File: config.mk
export PLATFORM = sky130hd
export DESIGN_NAME = float_a_fijo
export DESIGN_NICKNAME = d
export VERILOG_FILES = /design/src/rtl/float_a_fijo.sv
export SDC_FILE = /design/constraint.sdc
export NUM_CORES = 1
export LEC_CHECK = 0
export CAP_MARGIN = 0
export CORE_MARGIN = 10
export CORE_UTILIZATION = 45
export CTS_BUF_LIST = sky130_fd_sc_hd__clkbuf_4 sky130_fd_sc_hd__clkbuf_8
export DETAILED_ROUTE_END_ITERATION = 12
export MAX_ROUTING_LAYER = met4
export PLACE_DENSITY_LB_ADDON = 0.08
export SLEW_MARGIN = 25
export SYNTH_ARGS = -nofsm -noshare
export SYNTH_HDL_FRONTEND = slang
export SYNTH_SLANG_ARGS = --single-unit
File: constraint.sdc
create_clock -name aclk -period 5.2 [get_ports aclk]
set_input_delay 0.52 -clock aclk [delete_from_list [all_inputs] [get_ports aclk]]
set_output_delay 0.52 -clock aclk [all_outputs]
set_load 0.005 [all_outputs]
File: src/rtl/float_a_fijo.sv
// -----------------------------------------------------------------------------
// float_a_fijo
//
// Converts an IEEE-754 binary16 operand into a signed 8-bit two's-complement
// fixed-point value with FRAC_BITS fraction bits. Rounding is to nearest with
// ties away from zero, applied to the magnitude before negation. Out-of-range
// values and infinities saturate; NaN yields zero. Zero and subnormals give 0.
//
// The datapath is a two-stage elastic pipeline with AXI-Stream style
// handshakes:
//   stage 1: unpack the operand and shift the mantissa into a wide magnitude
//   stage 2: round, saturate and drive the registered outputs
//
// Parameters
//   FRAC_BITS             fraction bits of the result (0..7)
//
// Ports
//   aclk                  clock, rising edge
//   areset                synchronous active-high reset
//   s_axis_a_tvalid       input beat valid
//   s_axis_a_tready       block can accept a beat this cycle
//   s_axis_a_tdata[15:0]  binary16 operand
//   m_axis_result_tvalid  result beat valid
//   m_axis_result_tready  downstream accepts the result beat
//   m_axis_result_tdata   signed fixed-point result [7:0]
//   m_axis_status_tdata   {invalid, overflow}; only when the build macro
//                         FLOAT_A_FIJO_STATUS_EN is defined
// -----------------------------------------------------------------------------
module float_a_fijo #(
    parameter int FRAC_BITS = 4
) (
    input  logic        aclk,
    input  logic        areset,
    input  logic        s_axis_a_tvalid,
    output logic        s_axis_a_tready,
    input  logic [15:0] s_axis_a_tdata,
    output logic        m_axis_result_tvalid,
    input  logic        m_axis_result_tready,
    output logic [7:0]  m_axis_result_tdata
`ifdef FLOAT_A_FIJO_STATUS_EN
    ,
    output logic [1:0]  m_axis_status_tdata
`endif
);

    // Magnitude is held in half-units (one extra LSB below the result LSB) so
    // rounding can be done by a single add. The largest finite operand with
    // FRAC_BITS=7 shifts the 11-bit mantissa left by 13, giving 24 bits; one
    // more bit keeps the rounding add from wrapping.
    localparam int MAG_W = 25;

    // Exponent bias (15) plus mantissa fraction width (10), minus one for the
    // extra half-unit bit kept below the result LSB.
    localparam int SHIFT_OFFSET = 24;

    // Saturate to +max / -max and the result with flags packed as
    // {invalid, overflow, data[7:0]}.
    function automatic logic [9:0] round_saturate(
        input logic             sign,
        input logic             is_inf,
        input logic             is_nan,
        input logic [MAG_W-1:0] mag_half
    );
        logic [MAG_W-1:0] rnd;
        logic [7:0]       neg;
        rnd = (mag_half + {{(MAG_W-1){1'b0}}, 1'b1}) >> 1;
        neg = 8'd0 - rnd[7:0];
        if (is_nan) begin
            round_saturate = {2'b10, 8'h00};
        end else if (is_inf) begin
            round_saturate = sign ? {2'b01, 8'h80} : {2'b01, 8'h7F};
        end else if (!sign) begin
            if (rnd > {{(MAG_W-8){1'b0}}, 8'd127}) begin
                round_saturate = {2'b01, 8'h7F};
            end else begin
                round_saturate = {2'b00, rnd[7:0]};
            end
        end else begin
            // A magnitude of exactly 128 is representable as 0x80.
            if (rnd > {{(MAG_W-8){1'b0}}, 8'd128}) begin
                round_saturate = {2'b01, 8'h80};
            end else begin
                round_saturate = {2'b00, neg};
            end
        end
    endfunction

    logic             valid1_r;
    logic             valid2_r;
    logic             ready1_s;
    logic             ready2_s;

    logic             sign_s;
    logic [4:0]       exp_s;
    logic [9:0]       man_s;
    logic             inf_s;
    logic             nan_s;
    int               shift_s;
    logic [MAG_W-1:0] mant_ext_s;
    logic [MAG_W-1:0] mag_s;

    logic             sign1_r;
    logic             inf1_r;
    logic             nan1_r;
    logic [MAG_W-1:0] mag1_r;

    logic [9:0]       conv_s;
    logic [7:0]       data2_r;

    // Elastic handshake: a stage can take new data when empty or draining.
    always_comb begin
        ready2_s = !valid2_r || m_axis_result_tready;
        ready1_s = !valid1_r || ready2_s;
    end

    assign s_axis_a_tready = ready1_s;

    // Stage 1 combinational: unpack fields and align the mantissa.
    always_comb begin
        sign_s     = s_axis_a_tdata[15];
        exp_s      = s_axis_a_tdata[14:10];
        man_s      = s_axis_a_tdata[9:0];
        inf_s      = (exp_s == 5'd31) && (man_s == 10'd0);
        nan_s      = (exp_s == 5'd31) && (man_s != 10'd0);
        shift_s    = int'(exp_s) + FRAC_BITS - SHIFT_OFFSET;
        mant_ext_s = {{(MAG_W-11){1'b0}}, 1'b1, man_s};
        if ((exp_s == 5'd0) || (exp_s == 5'd31)) begin
            // Zero/subnormal give 0; inf/NaN are resolved from the flags.
            mag_s = {MAG_W{1'b0}};
        end else if (shift_s >= 32'sd0) begin
            mag_s = mant_ext_s << shift_s;
        end else begin
            mag_s = mant_ext_s >> (-shift_s);
        end
    end

    // Stage 1 register: captures the aligned magnitude when the stage advances.
    always_ff @(posedge aclk) begin
        if (areset) begin
            valid1_r <= 1'b0;
            sign1_r  <= 1'b0;
            inf1_r   <= 1'b0;
            nan1_r   <= 1'b0;
            mag1_r   <= {MAG_W{1'b0}};
        end else if (ready1_s) begin
            valid1_r <= s_axis_a_tvalid;
            sign1_r  <= sign_s;
            inf1_r   <= inf_s;
            nan1_r   <= nan_s;
            mag1_r   <= mag_s;
        end
    end

    // Stage 2 combinational: round and saturate the stage 1 magnitude.
    always_comb begin
        conv_s = round_saturate(sign1_r, inf1_r, nan1_r, mag1_r);
    end

    // Stage 2 register: holds the result steady while downstream stalls.
    always_ff @(posedge aclk) begin
        if (areset) begin
            valid2_r <= 1'b0;
            data2_r  <= 8'h00;
        end else if (ready2_s) begin
            valid2_r <= valid1_r;
            data2_r  <= conv_s[7:0];
        end
    end

    assign m_axis_result_tvalid = valid2_r;
    assign m_axis_result_tdata  = data2_r;

`ifdef FLOAT_A_FIJO_STATUS_EN
    logic [1:0] status2_r;

    // Status flags advance in lockstep with their data beat.
    always_ff @(posedge aclk) begin
        if (areset) begin
            status2_r <= 2'b00;
        end else if (ready2_s) begin
            status2_r <= {conv_s[9], conv_s[8]};
        end
    end

    assign m_axis_status_tdata = status2_r;
`else
    logic unused_flags_s;
    assign unused_flags_s = ^conv_s[9:8];
`endif

endmodule

==> results of run 1 <==
worst register-to-register path: stages (launching register included):
cell	delay, ns
dfxtp_1	0.37
ha_1	0.31
xor2_1	0.17
inv_1	0.09
ha_1	0.21
nand2_1	0.07
nor3_1	0.14
a31oi_1	0.10
o41ai_1	0.30
nand4_1	0.19
nor4b_4	0.39
nor2_1	0.14
o21ai_1	0.16
power groups by stage:
stage          Clock, mW  Combinational [mW]  Sequential, mW
2_1_floorplan          0               0.150           0.312
3_3_place_gp           0               0.216           0.313
3_5_place_dp           0               0.216           0.313
4_1_cts            0.313               0.217           0.307
5_1_grt            0.323               0.241           0.308
6_report           0.307               0.218           0.307
logic make-up (layout without fill, tap and decap cells):
group                      count (synthesis)  after routing  synth area share [%]
and+or+nand+nor                          232            232                  32.4
AOI/OAI and AO/OA                        123            123                  21.7
buffers and inverters                     46             56                  5.07
DFF                                       38             38                  20.7
muxes                                     31             31                  9.12
xor gates and xnor gates                  22             22                  5.24
adders and majority gates                 17             17                  5.78
state kept, by name, summed over array words and instances (netlist names):
name / cells
m_axis_result_tvalid: 1
sign1_r: 1
m_axis_result_tdata: 8
inf1_r: 1
nan1_r: 1
valid1_r: 1
mag1_r: 25
final cells by class:
| type | count | share of cell area [%] |
|---|---|---|
| multi-input combinational | 425 | 65.9 |
| sequential | 38 | 18.3 |
| clock inverter | 2 | 1.45 |
| inverter | 11 | 0.994 |
| timing repair buffer | 37 | 8.31 |
| clock buffer | 6 | 1.99 |
| tap | 102 | 3.07 |
cells in the mapped netlist, types with 3 or more instances:
| master | count |
|---|---|
| buf_1 | 5 |
| xor2_1 | 11 |
| o2bb2ai_1 | 4 |
| and3_1 | 8 |
| nor4_1 | 5 |
| a221oi_1 | 4 |
| clkbuf_1 | 24 |
| o21ai_0 | 27 |
| o21ai_1 | 8 |
| a31oi_1 | 7 |
| inv_1 | 9 |
| nand4_1 | 11 |
| a22oi_1 | 19 |
| mux2_2 | 10 |
| nor2_1 | 57 |
| nand2_1 | 67 |
| dfxtp_1 | 38 |
| o211ai_1 | 3 |
| a21oi_1 | 23 |
| or2_2 | 3 |
| and2_1 | 3 |
| ha_1 | 17 |
| buf_2 | 5 |
| mux2i_1 | 20 |
| o22ai_1 | 10 |
| xnor2_1 | 11 |
| nand2b_1 | 7 |
| nor2b_1 | 7 |
| nand3_1 | 30 |
| nor3_1 | 12 |
final timing paths:
path	to
setup / recovery	mag1_r[2]$_SDFFE_PP0P_
hold / removal	m_axis_result_tdata[5]$_SDFFE_PP0P_
setup reg to reg	m_axis_result_tdata[6]$_SDFFE_PP0P_
hold reg to reg	m_axis_result_tdata[5]$_SDFFE_PP0P_
through the flow:
step                hold WS (ns)  total power [mW]
floorplan                  0.432             0.462
global placement           0.435             0.529
detailed placement         0.447             0.529
CTS                        0.458             0.836
global route               0.485             0.872
finish                     0.451             0.832
per-layer routing:
metal  up-vias  share of wire, %
met1      1677                48
li1       1870                 -
met3        10               3.2
met2        94                48
met5         -                 0
met4         0               1.3
==> impl_metrics.env, run 1 <==
export IMPL_finalWeightedCongestion=0.951
export IMPL_ant_nets=0
export IMPL_leakagePower_nw=1.51
export IMPL_ys_flop_type="dfxtp_1"
export IMPL_hold_depth=2
export IMPL_cts_resized=0
export IMPL_die_area_sq_um=12200
export IMPL_syn_inst=509
export IMPL_synth_edf_count=0
export IMPL_r2r_start="mag1_r[1]$_SDFFE_PP0P_"
export IMPL_comb_power_share_pct=26.2
export IMPL_rr_worst_depth=12
export IMPL_drive_above_1_share_pct=8.86
export IMPL_utilization_pct=52.9
export IMPL_seqPwrFrac_pct=36.8
export IMPL_post_synth_cell_area_avg_sq_um=7.23
export IMPL_slowest_stage="clkdlybuf4s50_1"
export IMPL_yosysSeqAreaShare_pct=20.7
export IMPL_slowest_delay_ns=0.41
export IMPL_drt_pass1_iterations=5
export IMPL_multi_input_area_sq_um=2740
export IMPL_timing_fmax_ghz=0.230
export IMPL_wirelength_microns=9890
export IMPL_finalNetCount=555
export IMPL_n_antenna_cell=0
export IMPL_grt_max_degree=34
export IMPL_met2_usage_pct=26.2
export IMPL_fin_cells=621
export IMPL_cp_common_cell="ha_1"
export IMPL_use_met1_pct=20.2
export IMPL_grt_pass1_wl_microns=16900
export IMPL_synth_area_leaders="dfxtp_1 21%, nand2_1 6.8%, nor2_1 5.8%"
export IMPL_synthArstFlopShare_pct=0
export IMPL_synth_top_area_share_pct=20.7
export IMPL_io_pins=30
export IMPL_slew_viol_final=0
export IMPL_required_ns=5.42
export IMPL_cts_hold_buf=0
export IMPL_clkLatencyLatePin_ns=0.28
export IMPL_min_path_type="register to register"
export IMPL_area_growth_pct=13.0
export IMPL_start_util_pct=46.9
export IMPL_layout_setup_ws_ns=0.859
export IMPL_setup_tns_ns=0
export IMPL_path_delay_family="simple AND/OR/NAND/NOR gates"
export IMPL_path_clk_slew_ns=0.07
export IMPL_layout_cells_most_common_list="67 x nand2_1, 57 x nor2_1, 38 x dfxtp_1"
export IMPL_dpl_cell_area_sq_um=4010
export IMPL_fin_crit_sh_pct=83.5
export IMPL_status="finished, final reports clean"
export IMPL_cp_depth=17
export IMPL_cts_setup_buffers=0
export IMPL_rsz0062_at_grt="no"
export IMPL_final_common_cell="nand2_1"
export IMPL_synth_seq_cells=38
export IMPL_core_sq_um=7850
export IMPL_r2r_slack_ns=2.51
export IMPL_synth_top_area_cell="dfxtp_1"
export IMPL_fin_crit_ns=4.34
export IMPL_busiest_layer="met2"
export IMPL_syn_num_nets=546
export IMPL_crit_path_start="s_axis_a_tdata[12]"
export IMPL_antenna_found_initial=0
export IMPL_grt_pass1_vias=3452
export IMPL_die_w_microns=110
export IMPL_setup_viol=0
export IMPL_path_buf_inv=3
export IMPL_clockBufferDepth=2
export IMPL_wl_per_cell_microns=15.9
export IMPL_post_place_ws_ns=0.644
export IMPL_clkSinkCount=38
export IMPL_htreeDepth=2
export IMPL_std_cell_rows=32
export IMPL_cts_inserted_buffers=5
export IMPL_seq_area_sq_um=761
export IMPL_path_class="input pin to register"
export IMPL_port_buffers=29
export IMPL_pwr_share_clk_pct=36.9
export IMPL_overflow=0
export IMPL_crit_fanout=12
export IMPL_avgViaCountPerCell=5.88
export IMPL_worstMarginPinSlew_ns=0.766
export IMPL_hold_violations=0
export IMPL_drt_iter0_drc=197
export IMPL_intPower_mw=0.596
export IMPL_max_slew_margin_pct=48.6
export IMPL_cts_tree="built"
export IMPL_synthesis_area_sq_um=3680
export IMPL_stdcell_area_sq_um=4160
export IMPL_ys_warn_count=0
export IMPL_cp_end_kind="register"
export IMPL_die_y_microns=110
export IMPL_cap_violations=0
export IMPL_critPathLaunchType="input pin"
export IMPL_post_dp_hpwl_microns=7760
export IMPL_power_switching_mw=0.236
export IMPL_worst_ep_arrival_time_ns=4.56
export IMPL_p_per_area_nw_per_um2=200
export IMPL_cts_root_buf="clkbuf_8"
export IMPL_via_count=3651
export IMPL_clock_skew_ns=0.00292
export IMPL_holdCritStartpoint="m_axis_result_tdata[5]$_SDFFE_PP0P_"
export IMPL_track_usage_pct=15.9
export IMPL_synth_distinct_cells=66
export IMPL_grt_met3_usage_pct=1.35
export IMPL_num_fill_cells=814
export IMPL_peakVddDrop_v=0.000129
export IMPL_critical_path_cell_chain="clkdlybuf4s50_1 > inv_1 > ha_1 > inv_1 > ha_1 > nor3_1 > nor2b_1 > nand3_1 > ha_1 > nor4bb_1 > nand3_1 > a211oi_4 > nor3b_2 > nand2b_1 > a221oi_1 > o21ai_1 > a21oi_1"
export IMPL_switching_share_pct=28.4
export IMPL_drc=0
export IMPL_placedCellCount=613
Note: power is estimated with default switching activity, not from simulation.
==> run 2, diff against run 1 <==
==> constraint.sdc (replaced) <==
create_clock -name aclk -period 4 [get_ports aclk]
set_input_delay 0.4 -clock aclk [delete_from_list [all_inputs] [get_ports aclk]]
set_output_delay 0.4 -clock aclk [all_outputs]
set_load 0.005 [all_outputs]
==> impl_metrics.env, run 2 (synthesis results as in run 1) <==
export IMPL_status="finished, final reports clean"
export IMPL_cts_root_buf="clkbuf_8"
export IMPL_worstMarginPinSlew_ns=0.784
export IMPL_power_mw=1.09
export IMPL_worst_ep_arrival_time_ns=3.93
export IMPL_required_ns=4.21
export IMPL_path_class="input pin to register"
export IMPL_stdcell_area_sq_um=4210
export IMPL_wirelength_microns=9850
export IMPL_grt_pass1_vias=3450
export IMPL_die_w_microns=110
export IMPL_seq_area_sq_um=761
export IMPL_setup_viol=0
export IMPL_grt_pass1_wl_microns=16600
export IMPL_clkSinkCount=38
export IMPL_layout_cells_most_common_list="67 x nand2_1, 57 x nor2_1, 38 x dfxtp_1"
export IMPL_path_clk_slew_ns=0.08
export IMPL_finalWeightedCongestion=0.935
export IMPL_max_slew_margin_pct=47.3
export IMPL_final_common_cell="nand2_1"
export IMPL_die_area_sq_um=12200
export IMPL_drive_above_1_share_pct=10.1
export IMPL_p_per_area_nw_per_um2=260
export IMPL_drt_iter0_drc=180
export IMPL_fin_cells=627
export IMPL_n_antenna_cell=0
export IMPL_clock_skew_ns=0.00260
export IMPL_setup_tns_ns=0
export IMPL_largest_register="mag1_r"
export IMPL_std_cell_rows=32
export IMPL_leakagePower_nw=1.54
export IMPL_min_path_type="register to register"
export IMPL_clkLatencyLatePin_ns=0.29
export IMPL_num_fill_cells=809
export IMPL_drc=0
export IMPL_cp_end_kind="register"
export IMPL_placedCellCount=619
export IMPL_ant_nets=0
export IMPL_clockBufferDepth=2
export IMPL_area_growth_pct=14.5
export IMPL_via_count=3705
export IMPL_io_pins=30
export IMPL_dpl_cell_area_sq_um=4060
export IMPL_core_sq_um=7850
export IMPL_crit_fanout=4
export IMPL_avgViaCountPerCell=5.91
export IMPL_fin_crit_sh_pct=92.9
export IMPL_peakVddDrop_v=0.000138
export IMPL_die_y_microns=110
export IMPL_htreeDepth=2
export IMPL_cts_hold_buf=0
export IMPL_finalNetCount=561
export IMPL_track_usage_pct=15.8
export IMPL_cts_inserted_buffers=5
export IMPL_cts_tree="built"
export IMPL_post_dp_hpwl_microns=7700
export IMPL_whs_ns=0.451
export IMPL_timing_fmax_ghz=0.269
export IMPL_overflow=0
export IMPL_multi_input_area_sq_um=2740
export IMPL_hold_violations=0
export IMPL_critPathLaunchType="input pin"
export IMPL_wl_per_cell_microns=15.7
export IMPL_slew_viol_final=0
export IMPL_drt_pass1_iterations=5
export IMPL_start_util_pct=46.9
export IMPL_grt_max_degree=34
export IMPL_cap_violations=0
export IMPL_antenna_found_initial=0
export IMPL_fin_crit_ns=3.72
export IMPL_largest_register_ffs=25
export IMPL_port_buffers=29
[run 2: cell count changes in the layout (fill, tap and decap cells not counted), sizes merged]
cell	previous run	this run
clkdlybuf4s50	28	29
buf	9	14
[run 2: path summary, 6_finish.rpt]
path,startpoint,end,slack (ns),cells past startpoint
max,s_axis_a_tdata[13],mag1_r[2]$_SDFFE_PP0P_,0.28,17
min,m_axis_result_tdata[6]$_SDFFE_PP0P_,m_axis_result_tdata[6]$_SDFFE_PP0P_,0.45,2
max reg2reg,mag1_r[0]$_SDFFE_PP0P_,m_axis_result_tdata[5]$_SDFFE_PP0P_,1.28,12
min reg2reg,m_axis_result_tdata[6]$_SDFFE_PP0P_,m_axis_result_tdata[6]$_SDFFE_PP0P_,0.45,2
[run 2: cell type report]
cell class                      instances  area share [%]
Clock buffer                            6            1.96
Clock inverter                          2            1.43
Inverter                               11           0.981
Multi-Input combinational cell        425            65.1
Sequential cell                        38            18.1
Tap cell                              102            3.03
Timing Repair Buffer                   43            9.39
[run 2: per-layer routing]
layer / vias up / global-route usage, % / share of wire, %
met3: 5 / 1.40 / 2.8
li1: 1885 / - / -
met1: 1740 / 20.5 / 47
met2: 75 / 25.5 / 49
met5: - / - / 0
met4: 0 / 4.23 / 0.76
[run 2: worst max-delay path, stage by stage]
cell             delay [ns]
clkdlybuf4s50_1        0.50
inv_1                  0.09
ha_1                   0.18
inv_1                  0.06
ha_2                   0.26
nor3_1                 0.21
nor2b_2                0.25
nand3_1                0.11
ha_1                   0.29
nor4bb_1               0.28
nand3_1                0.16
a211oi_4               0.23
nor3b_2                0.25
nand2b_1               0.08
a221oi_1               0.29
o21ai_1                0.11
a21oi_1                0.17
[run 2: timing repair]
action,4_1_cts,5_1_grt
resized for setup,0,1
hold endpoints to repair,0,0
setup endpoints to repair,0,2
setup buffers,0,0
[run 2: where the power goes]
group          switching, mW  leakage (nW)  internal [mW]  total (mW)
logic                  0.166          1.16          0.124       0.290
clock network          0.141        0.0714          0.266       0.407
registers            0.00932         0.308          0.389       0.398
[run 2: per-stage QoR]
| stage | utilization, % | setup WS (ns) |
|---|---|---|
| after global routing | 53.7 | -0.0311 |
| after global placement | 51.7 | 0.147 |
| after detailed placement | 51.7 | 0.0277 |
| final | 53.7 | 0.282 |
| after floorplan | - | 0.0313 |
| after CTS | 53.5 | 0.319 |
==> run 3, diff against run 2 <==
--- a/config.mk
+++ b/config.mk
@@ -11,8 +11,8 @@
 export CTS_BUF_LIST = sky130_fd_sc_hd__clkbuf_4 sky130_fd_sc_hd__clkbuf_8
 export DETAILED_ROUTE_END_ITERATION = 12
 export MAX_ROUTING_LAYER = met4
-export PLACE_DENSITY_LB_ADDON = 0.08
-export SLEW_MARGIN = 25
+export PLACE_DENSITY = 0.69
+export SLEW_MARGIN = 20
 export SYNTH_ARGS = -nofsm -noshare
 export SYNTH_HDL_FRONTEND = slang
 export SYNTH_SLANG_ARGS = --single-unit
==> impl_metrics.env, run 3 (synthesis results as in run 1) <==
export IMPL_status="finished, final reports clean"
export IMPL_cts_inserted_buffers=5
export IMPL_avgViaCountPerCell=5.93
export IMPL_htreeDepth=2
export IMPL_final_common_cell="nand2_1"
export IMPL_whs_ns=0.445
export IMPL_track_usage_pct=16.2
export IMPL_leakagePower_nw=1.54
export IMPL_fin_crit_ns=3.72
export IMPL_timing_fmax_ghz=0.268
export IMPL_io_pins=30
export IMPL_die_w_microns=110
export IMPL_finalWeightedCongestion=0.858
export IMPL_hold_violations=0
export IMPL_pwr_share_clk_pct=36.9
export IMPL_clkLatencyLatePin_ns=0.29
export IMPL_largest_register_ffs=25
export IMPL_area_growth_pct=14.5
export IMPL_crit_path_start="s_axis_a_tdata[13]"
export IMPL_r2r_slack_ns=1.29
export IMPL_clockBufferDepth=2
export IMPL_required_ns=4.23
export IMPL_cp_end_kind="register"
export IMPL_dpl_cell_area_sq_um=4060
export IMPL_peakVddDrop_v=0.000135
export IMPL_ant_nets=0
export IMPL_slowest_stage="clkdlybuf4s50_1"
export IMPL_min_path_type="register to register"
export IMPL_r2r_end="m_axis_result_tdata[4]$_SDFFE_PP0P_"
export IMPL_start_util_pct=46.9
export IMPL_path_clk_slew_ns=0.08
export IMPL_finalNetCount=561
export IMPL_cts_tree="built"
export IMPL_holdCritStartpoint="m_axis_result_tdata[6]$_SDFFE_PP0P_"
export IMPL_layout_cells_most_common_list="67 x nand2_1, 57 x nor2_1, 38 x dfxtp_1"
export IMPL_n_antenna_cell=0
export IMPL_r2r_start="mag1_r[0]$_SDFFE_PP0P_"
export IMPL_drt_iter0_drc=267
export IMPL_grt_pass1_wl_microns=17300
export IMPL_placedCellCount=619
export IMPL_std_cell_rows=32
export IMPL_die_y_microns=110
export IMPL_fin_cells=627
export IMPL_setup_viol=0
export IMPL_critPathLaunchType="input pin"
export IMPL_drc=0
export IMPL_path_buf_inv=3
export IMPL_core_sq_um=7850
export IMPL_grt_max_degree=34
export IMPL_path_delay_family="simple AND/OR/NAND/NOR gates"
export IMPL_path_class="input pin to register"
export IMPL_critical_path_cell_chain="clkdlybuf4s50_1 > inv_1 > ha_1 > inv_1 > ha_2 > nor3_1 > nor2b_2 > nand3_1 > ha_1 > nor4bb_1 > nand3_1 > a211oi_4 > nor3b_2 > nand2b_1 > a221oi_1 > o21ai_1 > a21oi_1"
export IMPL_worstMarginPinSlew_ns=0.765
export IMPL_clock_skew_ns=0.00995
export IMPL_drt_pass1_iterations=5
export IMPL_overflow=0
export IMPL_num_fill_cells=796
export IMPL_hold_depth=2
export IMPL_grt_pass1_vias=3519
export IMPL_max_slew_margin_pct=48.6
export IMPL_drive_above_1_share_pct=10.1
export IMPL_port_buffers=29
export IMPL_fin_crit_sh_pct=93.1
export IMPL_power_switching_mw=0.313
export IMPL_setup_tns_ns=0
export IMPL_worst_ep_arrival_time_ns=3.95
export IMPL_via_count=3718
export IMPL_rsz0062_at_grt="no"
export IMPL_cap_violations=0
export IMPL_slowest_delay_ns=0.50
export IMPL_wirelength_microns=9980
export IMPL_comb_power_share_pct=26.6
export IMPL_worstHoldEndpoint="m_axis_result_tdata[6]$_SDFFE_PP0P_"
export IMPL_rr_worst_depth=12
export IMPL_seqPwrFrac_pct=36.5
export IMPL_switching_share_pct=28.6
export IMPL_wl_per_cell_microns=15.9
export IMPL_clkSinkCount=38
export IMPL_crit_fanout=4
export IMPL_p_per_area_nw_per_um2=259
export IMPL_antenna_found_initial=0
export IMPL_post_dp_hpwl_microns=7840
export IMPL_slew_viol_final=0
export IMPL_intPower_mw=0.779
export IMPL_cts_root_buf="clkbuf_8"
export IMPL_largest_register="mag1_r"
export IMPL_die_area_sq_um=12200
export IMPL_stdcell_area_sq_um=4210
run 3: cell counts in the layout (fill, tap and decap cells not counted):
No cell type changed its count.
run 3: what timing repair did:
action | in CTS | in global routing
setup buffers | 0 | 0
hold buffers | 0 | 0
endpoints found under the hold margin | 0 | 0
endpoints found under the setup margin | 0 | 2
resized for setup | 0 | 1
run 3: final cells by class:
cell class	count	area (sq um)	area share (%)
Clock buffer	6	82.6	1.96
Timing Repair Buffer	43	395	9.39
Sequential cell	38	761	18.1
Clock inverter	2	60.1	1.43
Multi-Input combinational cell	425	2740	65.1
Inverter	11	41.3	0.981
Tap cell	102	128	3.03
run 3: layer usage:
layer | vias up | global-route usage (%) | share of wire [%] | wire, microns
met5 | - | - | 0 | 0
met4 | 0 | 3.97 | 1.1 | 111
met3 | 10 | 1.57 | 3.7 | 368
met2 | 93 | 26.4 | 48 | 4780
met1 | 1736 | 20.9 | 47 | 4720
li1 | 1879 | - | - | -
run 3: worst register-to-register path, stage by stage, from the launching register on:
cell      delay (ns)
dfxtp_1         0.39
ha_1            0.31
xor2_1          0.16
inv_1           0.09
ha_1            0.21
nand2_1         0.07
nor3_1          0.14
a31oi_1         0.12
o41ai_1         0.31
nand4_1         0.19
nor4b_4         0.38
a221oi_1        0.14
a21oi_1         0.15
run 3: per-stage QoR:
step                worst slack [ns]  power (mW)  utilization [%]
floorplan                     0.0313       0.602                -
global placement               0.133       0.691             51.7
detailed placement           -0.0653       0.694             51.7
CTS                            0.239        1.10             53.5
global route                 0.00135        1.15             53.7
finish                         0.275        1.09             53.7
run 3: how the worst max path moves through the flow:
stage	end	cells past startpoint
2_1_floorplan	mag1_r[2]$_SDFFE_PP0P_	19
6_report	mag1_r[2]$_SDFFE_PP0P_	17
3_3_place_gp	mag1_r[0]$_SDFFE_PP0P_	18
4_1_cts	mag1_r[2]$_SDFFE_PP0P_	17
3_5_place_dp	mag1_r[2]$_SDFFE_PP0P_	17
5_1_grt	mag1_r[2]$_SDFFE_PP0P_	17
run 3: power by group through the flow:
stage | combinational (mW) | sequential (mW) | clock, mW
floorplan | 0.196 | 0.406 | 0
global placement | 0.284 | 0.407 | 0
detailed placement | 0.286 | 0.408 | 0
CTS | 0.288 | 0.399 | 0.410
global route | 0.323 | 0.400 | 0.425
finish | 0.290 | 0.399 | 0.403
